<file path="src/rtl/string_editor.sv">
// Line editor: fixed-depth character buffer with insert/overwrite, backspace, cursor moves and a commit stream.
// Latency: edits and flags update one cycle after the strobe; commit data appears the cycle after the commit strobe.
// Backpressure: the commit stream holds o_out_valid/o_out_data stable until i_out_ready; edits during streaming are rejected.
module string_editor #(
  parameter int  DEPTH  = 8,
  parameter int  CHAR_W = 8,
  localparam int LW     = $clog2(DEPTH + 1)
) (
  input  logic              clk,
  input  logic              i_rst_n,
  input  logic              i_sclr,
  input  logic              i_char_en,
  input  logic [CHAR_W-1:0] i_char,
  input  logic              i_bs_en,
  input  logic              i_left_en,
  input  logic              i_right_en,
  input  logic              i_commit_en,
  input  logic              i_ins_mode,
  input  logic [LW-1:0]     i_rd_idx,
  output logic [CHAR_W-1:0] o_rd_data,
  output logic [LW-1:0]     o_len,
  output logic [LW-1:0]     o_cursor,
  output logic              o_full,
  output logic              o_empty,
  output logic              o_busy,
  output logic              o_out_valid,
  input  logic              i_out_ready,
  output logic [CHAR_W-1:0] o_out_data,
  output logic              o_done,
  output logic              o_rej
);

  typedef enum logic {IDLE, STREAM} state_t;

  state_t            state_q;
  logic [CHAR_W-1:0] buf_q [DEPTH];
  logic [LW-1:0]     len_q;
  logic [LW-1:0]     cursor_q;
  logic [LW-1:0]     idx_q;
  logic              out_valid_q;
  logic [CHAR_W-1:0] out_data_q;
  logic              done_q;
  logic              rej_q;

  logic              any_strobe;
  logic              is_full;
  logic              do_insert;
  logic              last_beat;
  logic [CHAR_W-1:0] next_data;
  logic [CHAR_W-1:0] rd_data;

  assign any_strobe = i_char_en | i_bs_en | i_left_en | i_right_en | i_commit_en;
  assign is_full    = (len_q == LW'(DEPTH));
  // Overwrite at the end of the string has nothing to replace, so it extends like an insert.
  assign do_insert  = i_ins_mode || (cursor_q == len_q);
  assign last_beat  = (idx_q == len_q - LW'(1));

  // Character following the one currently presented on the stream.
  always_comb begin
    next_data = '0;
    for (int k = 0; k < DEPTH; k++) begin
      if (k == int'(idx_q) + 1) next_data = buf_q[k];
    end
  end

  // Display read port; out-of-range indices fall through to zero.
  always_comb begin
    rd_data = '0;
    for (int k = 0; k < DEPTH; k++) begin
      if (int'(i_rd_idx) == k) rd_data = buf_q[k];
    end
  end

  // Edit/stream state machine; slots at or beyond len are kept at zero by every operation.
  always_ff @(posedge clk or negedge i_rst_n) begin
    if (!i_rst_n) begin
      state_q     <= IDLE;
      for (int k = 0; k < DEPTH; k++) buf_q[k] <= '0;
      len_q       <= '0;
      cursor_q    <= '0;
      idx_q       <= '0;
      out_valid_q <= 1'b0;
      out_data_q  <= '0;
      done_q      <= 1'b0;
      rej_q       <= 1'b0;
    end else begin
      done_q <= 1'b0;
      rej_q  <= 1'b0;
      if (i_sclr) begin
        state_q     <= IDLE;
        for (int k = 0; k < DEPTH; k++) buf_q[k] <= '0;
        len_q       <= '0;
        cursor_q    <= '0;
        idx_q       <= '0;
        out_valid_q <= 1'b0;
        out_data_q  <= '0;
      end else if (state_q == STREAM) begin
        if (any_strobe) rej_q <= 1'b1;
        if (out_valid_q && i_out_ready) begin
          if (last_beat) begin
            state_q     <= IDLE;
            for (int k = 0; k < DEPTH; k++) buf_q[k] <= '0;
            len_q       <= '0;
            cursor_q    <= '0;
            idx_q       <= '0;
            out_valid_q <= 1'b0;
            out_data_q  <= '0;
            done_q      <= 1'b1;
          end else begin
            idx_q      <= idx_q + LW'(1);
            out_data_q <= next_data;
          end
        end
      end else begin
        if (i_commit_en) begin
          if (len_q == '0) begin
            rej_q <= 1'b1;
          end else begin
            state_q     <= STREAM;
            idx_q       <= '0;
            out_valid_q <= 1'b1;
            out_data_q  <= buf_q[0];
          end
        end else if (i_bs_en) begin
          if (cursor_q == '0) begin
            rej_q <= 1'b1;
          end else begin
            // Close the gap left by the deleted character; the top slot always becomes free.
            for (int k = 0; k < DEPTH - 1; k++) begin
              if (k >= int'(cursor_q) - 1) buf_q[k] <= buf_q[k+1];
            end
            buf_q[DEPTH-1] <= '0;
            len_q    <= len_q - LW'(1);
            cursor_q <= cursor_q - LW'(1);
          end
        end else if (i_char_en) begin
          if (do_insert) begin
            if (is_full) begin
              rej_q <= 1'b1;
            end else begin
              // Open a hole at the cursor, then drop the new character into it.
              for (int k = 1; k < DEPTH; k++) begin
                if (k > int'(cursor_q)) buf_q[k] <= buf_q[k-1];
              end
              for (int k = 0; k < DEPTH; k++) begin
                if (k == int'(cursor_q)) buf_q[k] <= i_char;
              end
              len_q    <= len_q + LW'(1);
              cursor_q <= cursor_q + LW'(1);
            end
          end else begin
            for (int k = 0; k < DEPTH; k++) begin
              if (k == int'(cursor_q)) buf_q[k] <= i_char;
            end
            cursor_q <= cursor_q + LW'(1);
          end
        end else if (i_left_en) begin
          if (cursor_q == '0) rej_q <= 1'b1;
          else                cursor_q <= cursor_q - LW'(1);
        end else if (i_right_en) begin
          if (cursor_q == len_q) rej_q <= 1'b1;
          else                   cursor_q <= cursor_q + LW'(1);
        end
      end
    end
  end

  assign o_rd_data   = rd_data;
  assign o_len       = len_q;
  assign o_cursor    = cursor_q;
  assign o_full      = is_full;
  assign o_empty     = (len_q == '0);
  assign o_busy      = (state_q == STREAM);
  assign o_out_valid = out_valid_q;
  assign o_out_data  = out_data_q;
  assign o_done      = done_q;
  assign o_rej       = rej_q;

endmodule
</file>
<file path="config.mk">
export PLATFORM = sky130hd
export DESIGN_NAME = string_editor
export DESIGN_NICKNAME = d
export VERILOG_FILES = /design/src/rtl/string_editor.sv
export SDC_FILE = /design/constraint.sdc
export NUM_CORES = 1
export LEC_CHECK = 0
export ABC_AREA = 1
export CORE_AREA = 2 2 131 133
export CTS_CLUSTER_DIAMETER = 100
export CTS_CLUSTER_SIZE = 40
export DETAILED_ROUTE_END_ITERATION = 16
export DIE_AREA = 0 0 133 135
export GPL_TIMING_DRIVEN = 0
export PLACE_DENSITY = 0.69
export RECOVER_POWER = 100
export SYNTH_ARGS = -nofsm -noshare
export SYNTH_HDL_FRONTEND = slang
export SYNTH_SLANG_ARGS = --single-unit
</file>
<file path="constraint.sdc">
create_clock -name clk -period 3.1 [get_ports clk]
set_clock_uncertainty 0.1 [all_clocks]
set_input_delay 0.62 -clock clk [delete_from_list [all_inputs] [get_ports clk]]
set_output_delay 0.62 -clock clk [all_outputs]
set_load 0.02 [all_outputs]
</file>
# After elaboration in Yosys (flattened, before gate mapping)
# Cells that the tools add are included.
dict set report totals {
  reg_bits 88
  in_bits 22
  output_inout_bits 30
  wordCells 235
}
dict set report classes {
  addsub 7
  order_cmp 14
  eq_ne 40
  n_mux 117
  bitwise_logic 4
  reduce_logical 37
}
# cell count
set ops {}
lappend ops {{2-to-1 mux 64 bit} 10}
lappend ops {{2-to-1 mux 8 bit} 51}
lappend ops {{2-to-1 mux 4 bit} 27}
lappend ops {{== test 4 x 32 -> 1 bit, first input constant} 3}
lappend ops {{nonzero test 5 bit} 14}
lappend ops {{== test 3 x 32 -> 1 bit, first input constant} 2}
lappend ops {{AND reduction 9 bit} 6}
lappend ops {{== test 2 x 32 -> 1 bit, first input constant} 1}
lappend ops {{logical NOT 32 bit} 1}
lappend ops {{2-to-1 mux 1 bit} 29}
lappend ops {{inequality test 4 x 2 -> 1 bit, second input constant} 7}
lappend ops {{== test 4 bit, second input constant} 5}
lappend ops {{== test 4 bit, first input constant} 4}
lappend ops {{greater-than comparator 3 x 4 -> 1 bit, first input constant} 4}
lappend ops {{logical NOT 4 bit} 4}
lappend ops {{greater-or-equal comparator 4 x 5 -> 1 bit, first input constant} 3}
lappend ops {{AND reduction 7 bit} 2}
lappend ops {{adder 4 x 1 -> 4 bit, second input constant} 3}
lappend ops {{inequality test 3 x 2 -> 1 bit, second input constant} 4}
lappend ops {{inequality test 6 bit, second input constant} 2}
lappend ops {{greater-or-equal comparator 3 x 5 -> 1 bit, first input constant} 2}
lappend ops {{== test 3 x 4 -> 1 bit, first input constant} 2}
lappend ops {{== test 4 x 3 -> 1 bit, second input constant} 2}
lappend ops {{== test 4 bit} 2}
lappend ops {{other kinds (23)} 29}

# Logic depth before layout (Yosys ltp)
dict set report logic_depth {
  depth_word 14
  ltp_mapped 17
  mapped_depth_nobuf 16
}

# Least setup slack after synthesis
# No wires, ideal clock.
dict set report synth_timing {
  kind {register to register}
  start {register cursor_q[0] (netlist: o_cursor[0])}
  end {register buf_q[56] (netlist bit)}
  setup_time_ns 0.117
  t_arrival_ns 2.405
  setup_slack_ns 0.478
  stages_incl_launch_ff 18
  path_buffers 1
  path_cell_list {dfrtp_1 > buf_4 > inv_2 > ha_1 > inv_1 > nand2_1 > nand2_1 > inv_1 > nor2_4 > inv_2 > nor2_1 > ha_1 > nand2_1 > inv_1 > o21ai_4 > nand3_4 > nand2_1 > nand2_1}
}
dict set report synth_via {
  elab_chain_len 9
  word_cells_on_any_way 18
  cone_classes {add/sub: 1; order compare: 1; eq/ne: 4; mux: 8; reduce/logical: 4}
}
# item line_no
set synth_lines {}
lappend synth_lines {{from (decl)} 38} ;# logic [LW-1:0] cursor_q;
lappend synth_lines {{from (signal assigned)} 134} ;# cursor_q <= cursor_q - LW'(1);
lappend synth_lines {{from (signal assigned)} 149} ;# cursor_q <= cursor_q + LW'(1);
lappend synth_lines {{from (signal assigned)} 155} ;# cursor_q <= cursor_q + LW'(1);
lappend synth_lines {{parallel branches: the longest is 9 deep, another holds subtractor 4 x 1 -> 5 bit} -}
lappend synth_lines {{to (decl)} 36} ;# logic [CHAR_W-1:0] buf_q [DEPTH];
# Several ways; the timed one is not identified. The select of a mux whose other input is x is not followed.
# A chain may end at the register's enable or synchronous reset.

# Final worst setup path
dict set report layout_timing {
  start {input port i_rd_idx[0]}
  end {output port o_rd_data[4]}
}
dict set report layout_via {
  elab_chain_len 9
  word_cells_on_any_way 16
  cone_classes {eq/ne: 7; mux: 8; reduce/logical: 1}
}
# item line_no
set layout_lines {}
lappend layout_lines {{from (decl)} 19} ;# input logic [LW-1:0] i_rd_idx,
lappend layout_lines {{logical NOT 4 bit} 70} ;# if (int'(i_rd_idx) == k) rd_data = buf_q[k];
lappend layout_lines {{2-to-1 mux 8 bit (7 in series)} 70}
lappend layout_lines {{2-to-1 mux 8 bit *} 70}
lappend layout_lines {{to (decl)} 20} ;# output logic [CHAR_W-1:0] o_rd_data,
# Mark *: on every way between the ends. The rest lies on a longest branch, timed or not.

==> impl_metrics.py <==
metrics = {
    "placed_design": {
        "io_buffers": 51,
        "place_congestion": 1.000,
        "dp_hpwl_microns": 20600,
        "place_inst": 1399,
        "place_area_sq_um": 8169,
    },
    "global_routing": {
        "grt_pass1_vias": 7377,
        "grt-ovfl-total": 0,
        "grt_antenna_before_repair": 0,
        "grt_max_degree": 55,
        "grt_usage": 0.3030,
        "grt_pass1_wl_microns": 41430,
    },
    "die": {
        "start_util": 0.4485,
        "io_pins": 52,
        "die_height_microns": 135,
        "rows": 47,
        "dieArea_sq_um": 17960,
        "die_w_microns": 133,
        "core-area_sq_um": 16410,
    },
    "setup_path": {
        "arrival_ns": 2.30,
        "endpoint_kind": "primary output",
        "required_ns": 2.38,
        "slowest_stage": "nor4_1",
        "crit_chain": "dlymetal6s2s_1 > nand2_1 > nor3_1 > inv_1 > nor2_1 > nor4_1 > nand4_1 > dlygate4sd2_1",
        "crit_family": "simple AND/OR/NAND/NOR gates",
        "cp.buffers_inverters": 3,
        "cpPeakStageDelay_ns": 0.45,
        "worstSetupPathType": "in -> out",
        "cp-start-kind": "input port",
        "critPathMaxFanout": 8,
    },
    "clock_network": {
        "cts_hold_buf": 0,
        "cts_tree": "built",
        "numCtsBuffers": 9,
        "cts_max_path_buffers": 2,
        "clock_latency_ns": 0.36,
        "root_buffer": "clkbuf_16",
        "clk_pin_slew_ns": 0.07,
        "cts_sinks": 88,
        "htree_levels": 3,
    },
    "synth": {
        "synth.most_common_cell": "nand2_1",
        "synth_common_cells": "366 x nand2_1, 139 x inv_1, 109 x o21ai_0",
        "async_flop_share": 1.000,
        "synth-edff-count": 0,
        "ys_seq_area_frac": 0.2993,
        "yosysTopAreaCell": "dfrtp_1",
        "synth_area_leaders": "dfrtp_1 30%, nand2_1 19%, o21ai_0 7.4%, inv_1 7.1%, a21oi_1 5.5%",
        "synthesis.area_sq_um": 7358,
        "syn_inst": 1127,
        "synth_seq_cells": 88,
        "synth_nets": 1163,
        "syn_avg_cell_area_sq_um": 6.529,
        "synth_top_area_share": 0.2993,
        "synth_cell_types": 46,
        "yosysWarnings": 0,
        "synth-main-ff-cell": "dfrtp_1",
    },
    "cells_and_area": {
        "final_cells": 1417,
        "syn2layout_area_growth_pct": 14.56,
        "fin_nets": 1229,
        "utilization": 0.5138,
        "fin_area_sq_um": 8429,
        "drive_above_1_share": 0.1128,
        "num_antenna_cells": 0,
    },
    "power_and_ir_drop": {
        "ir_drop_v": 0.0004212,
        "leakage_nw": 4.176,
        "p_per_area_nw_per_um2": 909.0,
        "p_total_mw": 7.662,
    },
    "timing": {
        "max_freq_mhz": 331.3,
        "max_slew_margin": -0.3267,
        "worst_pin_slew_ns": 1.990,
        "final-hold-violation-count": 0,
        "fin_crit_sh": 0.9737,
        "finalSetupViolCount": 0,
        "rsz0062_at_grt": "no",
        "slew_viol_final": 35,
        "fin_crit_ns": 3.018,
    },
    "route": {
        "drc": 0,
        "routed_wl_microns": 26590,
        "viasPerCell": 5.570,
        "vias": 7893,
        "wl_per_cell_microns": 18.76,
        "drtIter0Drc": 966,
        "drtPass1Iterations": 6,
        "final_antenna_net_count": 0,
    },
    "run": {
        "maxCapViolations": 1,
    },
    "status": {
        "violations": "capacitance limit, slew limit",
        "status": "finished, violations left",
    },
    "worst_hold_path": {
        "hp-class": "reg -> reg",
    },
}
[routing by layer]
layer,wire length (microns),GRT usage,share of wire
met5,0,0,0
met4,777,0.1123,0.029
met3,2670,0.04992,0.10
met2,11200,0.4539,0.42
met1,11940,0.4393,0.45
[cell usage in the layout (no fill, tap or decap), types with 8 or more instances in the layout]
cell | Yosys | routed
a21oi_1 | 81 | 81
buf_2 | 10 | 11
clkbuf_1 | 8 | 14
clkbuf_16 | 0 | 9
clkdlybuf4s50_1 | 0 | 17
dfrtp_1 | 88 | 87
dlygate4sd3_1 | 0 | 21
ha_1 | 14 | 14
inv_1 | 139 | 140
inv_2 | 22 | 21
nand2_1 | 366 | 364
nand2_2 | 16 | 17
nand2_4 | 11 | 12
nand3_1 | 45 | 47
nand4_1 | 24 | 25
nor2_1 | 44 | 43
nor2_2 | 10 | 9
nor2_4 | 8 | 10
o21ai_0 | 109 | 117
o21ai_1 | 33 | 26
o22ai_1 | 23 | 21
xor2_1 | 8 | 8
[sequential cells by signal, summed over array words and instances, names as in the netlist]
| register | count |
|---|---|
| buf_q | 64 |
| o_out_data | 8 |
| idx_q | 4 |
| o_cursor | 4 |
| o_len | 4 |
| o_busy | 1 |
| o_done | 1 |
| o_out_valid | 1 |
| o_rej | 1 |
[worst min-delay path, delay by kind of cell (launching register included)]
kind            cells  cell delay, ns
flops               1            0.36
simple gates        1            0.05
compound gates      1            0.06
[path summary, 6_finish.rpt]
kind	from	to	slack [ns]	cells after the start
hold / removal	buf_q[1]$_DFFE_PN0P_	buf_q[1]$_DFFE_PN0P_	0.40	2
max in group asynchronous	i_rst_n	o_cursor[1]$_DFFE_PN0P_	0.92	1
setup reg to reg	o_len[0]$_DFFE_PN0P_	buf_q[7]$_DFFE_PN0P_	0.24	15
min in group asynchronous	i_rst_n	o_cursor[1]$_DFFE_PN0P_	0.71	1
setup / recovery	i_rd_idx[0]	o_rd_data[4]	0.08	8
hold reg to reg	buf_q[1]$_DFFE_PN0P_	buf_q[1]$_DFFE_PN0P_	0.40	2
[area by class of cell]
type                    instances  area (sq um)
flip-flops and latches         88          2203
well taps                     220         275.3
inverters                     163         613.1
plain buffers                  34         219.0
clock buffers                  10         239.0
multi-input cells             842          4297
fillers                      1715          7978
repair buffers                 55         525.5
clock inverters                 5         57.56
[through the flow]
step                      setup TNS, ns  setup slack [ns]  hold WS, ns
after floorplan                       0            0.4778       0.2244
after global placement          -193.44            -2.172       0.3750
after detailed placement         -3.272           -0.4665       0.3867
after CTS                      -0.05864          -0.04095       0.1275
after global routing                  0          0.007648       0.4335
final                                 0           0.08167       0.4030
[report_power, final]
part           leakage (nW)  internal (mW)  total (mW)  switching (mW)
sequential             1.20           1.57        2.20           0.637
combinational          2.83           1.36        4.32            2.96
clock                 0.148          0.643        1.14           0.496
total                  4.18           3.57        7.66            4.10
[cells by family (layout without fill, tap and decap cells)]
kind of cell    Yosys count  after routing  synth area share
fa+ha+maj                14             14           0.02381
compound gates          276            276            0.2081
buf+inv                 197            267            0.1148
simple gates            540            540            0.3377
flops                    88             88            0.2993
xor+xnor                 12             12           0.01633
[timing repair]
action / in CTS / in global routing
setup endpoints to repair: 8 / 16
pin swaps: 2 / 2
setup buffers: 1 / 2
gates resized for setup: 36 / 17
hold endpoints to repair: 0 / 0
No activity file was read; power rests on OpenSTA's default activity.
